[src/rtl/sw_display_pkg.sv]
// Shared constants, switch field layout and result arithmetic for the switch calculator display.
package sw_display_pkg;

    localparam logic [1:0] OP_ADD = 2'd0;
    localparam logic [1:0] OP_SUB = 2'd1;
    localparam logic [1:0] OP_MUL = 2'd2;
    localparam logic [1:0] OP_XOR = 2'd3;

    localparam logic [6:0] SEG_BLANK = 7'h7F;
    localparam logic [7:0] AN_OFF    = 8'hFF;

    localparam logic [2:0] DIG_R_LO   = 3'd0;
    localparam logic [2:0] DIG_R_HI   = 3'd1;
    localparam logic [2:0] DIG_BLANK2 = 3'd2;
    localparam logic [2:0] DIG_OP     = 3'd3;
    localparam logic [2:0] DIG_B      = 3'd4;
    localparam logic [2:0] DIG_BLANK5 = 3'd5;
    localparam logic [2:0] DIG_A      = 3'd6;
    localparam logic [2:0] DIG_BLANK7 = 3'd7;

    typedef struct packed {
        logic [1:0] op;
        logic [3:0] b;
        logic [3:0] a;
    } sw_fields_t;

    // Operands are widened to 8 bits first so subtraction wraps as two's complement.
    function automatic logic [7:0] calc_result(input sw_fields_t f);
        logic [7:0] a8;
        logic [7:0] b8;
        logic [7:0] r;
        a8 = {4'h0, f.a};
        b8 = {4'h0, f.b};
        case (f.op)
            OP_ADD:  r = a8 + b8;
            OP_SUB:  r = a8 - b8;
            OP_MUL:  r = a8 * b8;
            default: r = {4'h0, f.a ^ f.b};
        endcase
        return r;
    endfunction

    function automatic logic [7:0] anode_sel(input logic [2:0] idx);
        return ~(8'b0000_0001 << idx);
    endfunction

endpackage

[src/rtl/sw_display_seg7_decoder.sv]
// Hex nibble to active-low gfedcba segment pattern, purely combinational.
module seg7_decoder (
    input  logic [3:0] nib,
    output logic [6:0] seg
);

    always_comb begin
        seg = 7'h7F;
        case (nib)
            4'h0: seg = 7'h40;
            4'h1: seg = 7'h79;
            4'h2: seg = 7'h24;
            4'h3: seg = 7'h30;
            4'h4: seg = 7'h19;
            4'h5: seg = 7'h12;
            4'h6: seg = 7'h02;
            4'h7: seg = 7'h78;
            4'h8: seg = 7'h00;
            4'h9: seg = 7'h10;
            4'hA: seg = 7'h08;
            4'hB: seg = 7'h03;
            4'hC: seg = 7'h46;
            4'hD: seg = 7'h21;
            4'hE: seg = 7'h06;
            default: seg = 7'h0E;
        endcase
    end

endmodule

[src/rtl/sw_display.sv]
// Switch calculator: synchronizes sw, computes an 8-bit result and scans result, op and operands
// onto an 8-digit multiplexed 7-segment display.
module sw_display
    import sw_display_pkg::*;
#(
    parameter int CLK_DIV     = 100000,
    parameter int SYNC_STAGES = 2
) (
    input  logic       clk,
    input  logic       rst_n,
    input  logic [9:0] sw,
    output logic [6:0] hex,
    output logic [7:0] AN
);

    localparam int DIV_W = (CLK_DIV > 1) ? $clog2(CLK_DIV) : 1;
    localparam logic [DIV_W-1:0] DIV_MAX = DIV_W'(CLK_DIV - 1);

    logic [SYNC_STAGES-1:0][9:0] sync_q, sync_d;
    logic [DIV_W-1:0]            div_q, div_d;
    logic [2:0]                  idx_q, idx_d;
    logic [7:0]                  an_q, an_d;
    logic [6:0]                  hex_q, hex_d;

    sw_fields_t sw_s;
    logic [7:0] result;
    logic [3:0] nib;
    logic       blank;
    logic [6:0] seg;

    assign sw_s   = sw_fields_t'(sync_q[SYNC_STAGES-1]);
    assign result = calc_result(sw_s);

    always_comb begin
        sync_d = {sync_q[SYNC_STAGES-2:0], sw};
    end

    always_comb begin
        div_d = div_q + DIV_W'(1);
        idx_d = idx_q;
        if (div_q == DIV_MAX) begin
            div_d = '0;
            idx_d = idx_q + 3'd1;
        end
    end

    always_comb begin
        nib   = 4'h0;
        blank = 1'b0;
        case (idx_q)
            DIG_R_LO: nib = result[3:0];
            DIG_R_HI: nib = result[7:4];
            DIG_OP:   nib = {2'b00, sw_s.op};
            DIG_B:    nib = sw_s.b;
            DIG_A:    nib = sw_s.a;
            default:  blank = 1'b1;
        endcase
    end

    seg7_decoder u_dec (
        .nib (nib),
        .seg (seg)
    );

    // Anode and segments are registered together so a digit change never ghosts.
    always_comb begin
        an_d  = blank ? AN_OFF    : anode_sel(idx_q);
        hex_d = blank ? SEG_BLANK : seg;
    end

    always_ff @(posedge clk or negedge rst_n) begin
        if (!rst_n) begin
            sync_q <= '0;
            div_q  <= '0;
            idx_q  <= '0;
            an_q   <= AN_OFF;
            hex_q  <= SEG_BLANK;
        end else begin
            sync_q <= sync_d;
            div_q  <= div_d;
            idx_q  <= idx_d;
            an_q   <= an_d;
            hex_q  <= hex_d;
        end
    end

    assign AN  = an_q;
    assign hex = hex_q;

endmodule

[config.mk]
export PLATFORM = sky130hd
export DESIGN_NAME = sw_display
export DESIGN_NICKNAME = d
export VERILOG_FILES = /design/src/rtl/sw_display_pkg.sv /design/src/rtl/sw_display_seg7_decoder.sv /design/src/rtl/sw_display.sv
export SDC_FILE = /design/constraint.sdc
export NUM_CORES = 1
export LEC_CHECK = 0
export CORE_MARGIN = 4
export CORE_UTILIZATION = 63
export DETAILED_ROUTE_END_ITERATION = 10
export MAX_ROUTING_LAYER = met4
export PLACE_DENSITY = 0.86
export SLEW_MARGIN = 10
export SYNTH_ARGS = -nofsm -noshare
export SYNTH_HDL_FRONTEND = slang
export SYNTH_SLANG_ARGS = --single-unit
[constraint.sdc]
create_clock -name clk -period 6.1 [get_ports clk]
set_clock_uncertainty 0.1 [all_clocks]
set_input_delay 0.61 -clock clk [delete_from_list [all_inputs] [get_ports clk]]
set_output_delay 0.61 -clock clk [all_outputs]
set_load 0.005 [all_outputs]
### Word level (Yosys, flattened, before mapping)

Memories as Yosys holds them, arrays and structs flattened.
Cells that the tools add are included.
W data, S select, Z words.

* $add $sub $neg: 4
* multipliers: 1
* eq/ne operators: 7
* shifts and indexed selects: 1
* multiplexer cells: 5
* bitwise gates (word level): 2
* reduce and logical (&&, ||, !) cells: 3

Operator list (number)
* $pmux W8 S3: 1
* $pmux W4 S5: 1
* $add A17 B1 Y17 const B: 1
* $eq A17 B17 Y1 const B: 1
* $mux W17: 1
* $mul A4 B4 Y8: 1
* $mux W8: 1
* $not A8 Y8: 1
* $shl A1 B3 Y8 const A: 1
* $mux W7: 1
* $eq A3 B3 Y1 const B: 2
* $add A4 B4 Y5: 1
* $reduce_or A5 Y1: 1
* $sub A4 B4 Y5: 1
* $xor A4 B4 Y4: 1
* $add A3 B1 Y3 const B: 1
* $eq A3 B1 Y1 const B: 1
* $eq A3 B2 Y1 const B: 1
* $logic_not A3 Y1: 1
* $eq A2 B1 Y1 const B: 1
* $eq A2 B2 Y1 const B: 1
* $logic_not A2 Y1: 1

* register bits: 55
* ROM bits: 112
* input port bits: 12
* output and inout port bits: 15
* memories: 1

Memories
* (no name shown): depth 16, width 7, read ports 1, clocked after memory_dff 0, wr ports 0, RTL line sw_display_seg7_decoder.sv:9 `case (nib)`

### Depth between registers and ports, before layout

An unclocked memory read counts as a cell.

* depth after elaboration: 5
* gate-level depth with buffers: 17
* gate-level depth less buffers: 17

### By module

A second synthesis with hierarchy kept.

* cells, all modules: 298
* area, all modules: 3194.3 µm²

Modules (own cells, without submodules)
* sw_display: instances 1, cells each 266, area an instance 2919.0 µm², sequential area each 1395.1 µm²
* seg7_decoder: instances 1, cells each 32, area an instance 275.3 µm², sequential area each 0.0 µm²

### Worst setup path before layout

OpenSTA, ideal clock, no wires.

* path kind: reg-to-reg
* start point: reg sync_q (netlist bit sw_s[1])
* end point: reg hex_q[0], in the netlist hex[0]
* setup time: 79 ps
* arrival: 3833 ps
* path slack: 2089 ps
* cell stages (with the launch flop): 15
* path buffers: 0
* cell sequence: dfrtp_1 -> nand2_1 -> fa_1 -> fa_1 -> inv_1 -> fa_1 -> xor2_1 -> o211ai_1 -> a21o_1 -> a31oi_1 -> a21oi_1 -> inv_1 -> ha_1 -> or3_1 -> a41o_1

* longest elaborated chain between the ends: 5

RTL lines
* start, declared: RTL line sw_display.sv:19 `logic [SYNC_STAGES-1:0][9:0] sync_q, sync_d;`
* start signal, assigned: RTL line sw_display.sv:79 `sync_q <= sync_d;`
* $mul A4 B4 Y8, or another cell as far along: RTL line sw_display_pkg.sv:37 `OP_MUL: r = a8 * b8;`
* $pmux W8 S3: RTL line sw_display_pkg.sv:34 `case (f.op)`
* $pmux W4 S5 (*): RTL line sw_display.sv:50 `case (idx_q)`
* $mem_v2 Z16 W7 (*)
* $mux W7 (*): RTL line sw_display.sv:68 `hex_d = blank ? SEG_BLANK : seg;`
* net hex_d[0]: RTL line sw_display.sv:23 `logic [6:0] hex_q, hex_d;`
* end signal, assigned: RTL line sw_display.sv:77 `hex_q <= SEG_BLANK;`
* end signal, assigned: RTL line sw_display.sv:83 `hex_q <= hex_d;`
* end, declared: RTL line sw_display.sv:23

Mark *: on every way through the listed nets, which the timed path passes. The rest lies on a longest branch.
A chain may end at the register's enable or synchronous reset.

### Final worst setup path

Same ends and word-level chain as after synthesis.

==> metrics <==
Top FF cell, synth=dfrtp_1; number of remaining DRC errors=0; Vias=~2300; Netlist cell types=54; Async S/R FF share, synth=between 90% and 100%; most common cell after layout, fill and taps aside=dfrtp_1; Slowest-stage cell, CP=dfrtp_1; first-pass GRT wire length=10900 um; DRT antenna net count=0; diode count=0; Wirelength per Cell=15.6 um; Worst R2R End=hex[0]; Post-synth EDFFs=0; Setup Crit Path Kind=register to register; Worst Max-Slew Pin Slew=about 800 ps; Finished Cell Area=~3600 um2; hold buffer count at cts=0; CTS Buf Count=5; fin crit share=72.0%; Core ar.=around 4800 um2; PostCTS Resize Cnt=0; detailed placement HPWL=~5000 um; P per Cell Area=around 220 nW/um2; hold_sp=sync_d[11]; clock sink total=55; initial antenna violation count=0; number of post-CTS setup repair buffers=0; drt pass-1 iters=4; met3 Usage GRT=under 10%; Hold Path Class=register to register; Lkg Pwr=between 1.5 and 2 nW; floorplan row count=25; hold worst-path end=sw_s[1]; Worst Setup Start Kind=register; clock latency on the worst-skew pair=approximately 310 ps; Mapped Cells=between 300 and 400; final hold violation count=0; CTS tree=done; WP data arrival=approximately 4500 ps; most used routing layer=met2; RSZ-0062 raised after global routing=no; MaxCap Viol Count=0; Overflow after GRT=0; sequential area share after synthesis=43.1%; Slew Limit Fails=0; Layout Nets=roughly 400; worst reg-to-reg setup slack=~1700 ps; number of global-route vias before repair=2365; CP endpoint kind=register; GP Congestion=roughly 0.96; deepest level of the CTS H-tree=2; FF-to-FF Start=sw_s[1]; routed wire length=around 6400 um; Chip Width=79.7 um; Setup Viol. Count Final=0; Syn Nets=approximately 360; I/O Buffers=26; syn_area_per_cell=roughly 10 um2; crit path cell chain=nand2_1 -> fa_1 -> fa_1 -> inv_1 -> fa_1 -> xor2_1 -> o211ai_1 -> a21o_1 -> a31oi_1 -> a21oi_1 -> inv_1 -> ha_1 -> or3_1 -> a41o_1; Worst EP required=6250 ps; CTS Root Cell=clkbuf_8; GR Util met1=~28%; Setup TNS=0 ps; area grow syn2layout=12.0%; Reg2Reg Depth=14; Period minus WS final=4390 ps; outcome=finished clean; DIE HEIGHT=79.7 um; crit-path max FO=8; Slew HR=between 40% and 50%; DP Area=between 3000 and 4000 um2; largest net degree at the start of global routing=56; clock tree buffer depth=2; M2 GR Usage=around 39%; Initial Util=between 60% and 70%; share of cells above drive strength 1=roughly 11%; drt initial violations=~150; Ports=27; slowest stage delay, CP=about 560 ps; Worst VDD drop=just under 0.0002 V; vias per inst=about 5.8; WHS Path Cells=0; commonest cells after routing, fill and taps aside=dfrtp_1, ha_1, nand2_1; f_max=approximately 230 MHz; CTS clk-pin slew, worst paths=approximately 100 ps; gr usage total=~23%; Yosys reg bits=55; most used cell, CP=fa_1; Post-Syn Area=about 3200 um2; Yosys Warn Count=0; die area=approximately 6400 um2
==> flip-flops by register name (all words and copies together) (netlist names) <==
signal  count
idx_q       3
div_q      17
sw_s       10
hex         7
AN          8
sync_d     10
==> critical path: cells and delay by family (launching register included) <==
kind | cells | cell delay (ps)
adder cells (fa/ha/maj) | 4 | 1770
AO/OA/AOI/OAI | 5 | 1020
flip-flops | 1 | 560
AND/OR/NAND/NOR | 2 | 500
buffers and inverters | 2 | 210
XOR/XNOR | 1 | 160
==> power breakdown <==
group          leakage (nW)  internal, W  total [W]  switching, W
Clock                0.0483    0.0000811   0.000200      0.000119
Combinational          1.00    0.0000872   0.000175     0.0000882
Sequential            0.655     0.000394   0.000406     0.0000118
Total                  1.70     0.000562   0.000782      0.000219
==> worst max-delay path by stage <==
stage | start | endpoint | slack [ps] | cells after the start
2_1_floorplan | sw_s[1] | hex[0] | 2090 | 14
3_3_place_gp | sw_s[1] | hex[0] | 1920 | 14
3_5_place_dp | sw_s[1] | hex[0] | 1730 | 14
4_1_cts | sw_s[1] | hex[0] | 1710 | 14
5_1_grt | sw_s[1] | hex[0] | 1430 | 14
6_report | sw_s[1] | hex[0] | 1710 | 14
==> cell usage after synthesis (2+ instances only) <==
| cell | n | area share (%) |
|---|---|---|
| xor2_1 | 11 | 3.0 |
| dfrtp_1 | 40 | 31 |
| nand3_1 | 14 | 2.2 |
| a22oi_1 | 2 | 0.46 |
| buf_6 | 2 | 0.70 |
| nor2_1 | 24 | 2.8 |
| nand4_1 | 3 | 0.58 |
| a211oi_1 | 3 | 0.70 |
| o21ai_0 | 10 | 1.5 |
| mux2i_1 | 7 | 2.2 |
| and2_1 | 9 | 1.7 |
| xnor2_1 | 6 | 1.6 |
| clkbuf_1 | 4 | 0.46 |
| a21oi_1 | 6 | 0.93 |
| nand2b_1 | 6 | 1.2 |
| fa_1 | 6 | 3.7 |
| nand2_1 | 32 | 3.7 |
| a22o_1 | 2 | 0.54 |
| or3_1 | 5 | 0.97 |
| inv_1 | 19 | 2.2 |
| a31oi_1 | 2 | 0.39 |
| nor3_1 | 5 | 0.77 |
| a32o_1 | 2 | 0.62 |
| nor2b_1 | 7 | 1.4 |
| o221ai_1 | 2 | 0.54 |
| o21ai_1 | 2 | 0.31 |
| buf_2 | 3 | 0.46 |
| and3_1 | 2 | 0.39 |
| dfstp_2 | 15 | 12 |
| o211ai_1 | 3 | 0.70 |
| ha_1 | 33 | 13 |
| a21o_1 | 4 | 0.93 |
==> per-layer routing <==
layer	vias to the layer above	wire, um
met5	-	0
met4	0	87
met3	9	381
met2	79	3330
met1	1134	2560
li1	1123	-
==> through the flow <==
step / util [%] / power, W / setup slack, ps / instances / hold WS, ps
final: 74.8 / 0.000782 / 1710 / 407 / 247
after global routing: 74.8 / 0.000827 / 1430 / 407 / 269
after CTS: 74.8 / 0.000790 / 1710 / 407 / 258
after floorplan: - / 0.000520 / 2090 / 313 / 214
after detailed placement: 73.0 / 0.000589 / 1730 / 399 / 235
after global placement: 73.0 / 0.000579 / 1920 / 399 / 232
==> final cells by class <==
class / count / area (um2)
clock buffer: 5 / 68.8
clock inverter: 3 / 18.8
fill: 355 / 1220
inverter: 21 / 81.3
multi-input combinational: 228 / 1710
sequential: 55 / 1400
tap: 67 / 83.8
timing repair buffer: 28 / 270
==> cell families (layout without fill, tap and decap cells) <==
logic type | Yosys count | in the layout | synth area share (%)
AO/OA/AOI/OAI | 49 | 49 | 10.7
XOR/XNOR | 17 | 17 | 4.60
adder cells (fa/ha/maj) | 39 | 39 | 16.5
buffers and inverters | 30 | 57 | 4.13
AND/OR/NAND/NOR | 113 | 113 | 17.3
flip-flops | 55 | 55 | 43.1
multiplexers | 10 | 10 | 3.67
Note: power is estimated with default switching activity, not from simulation.
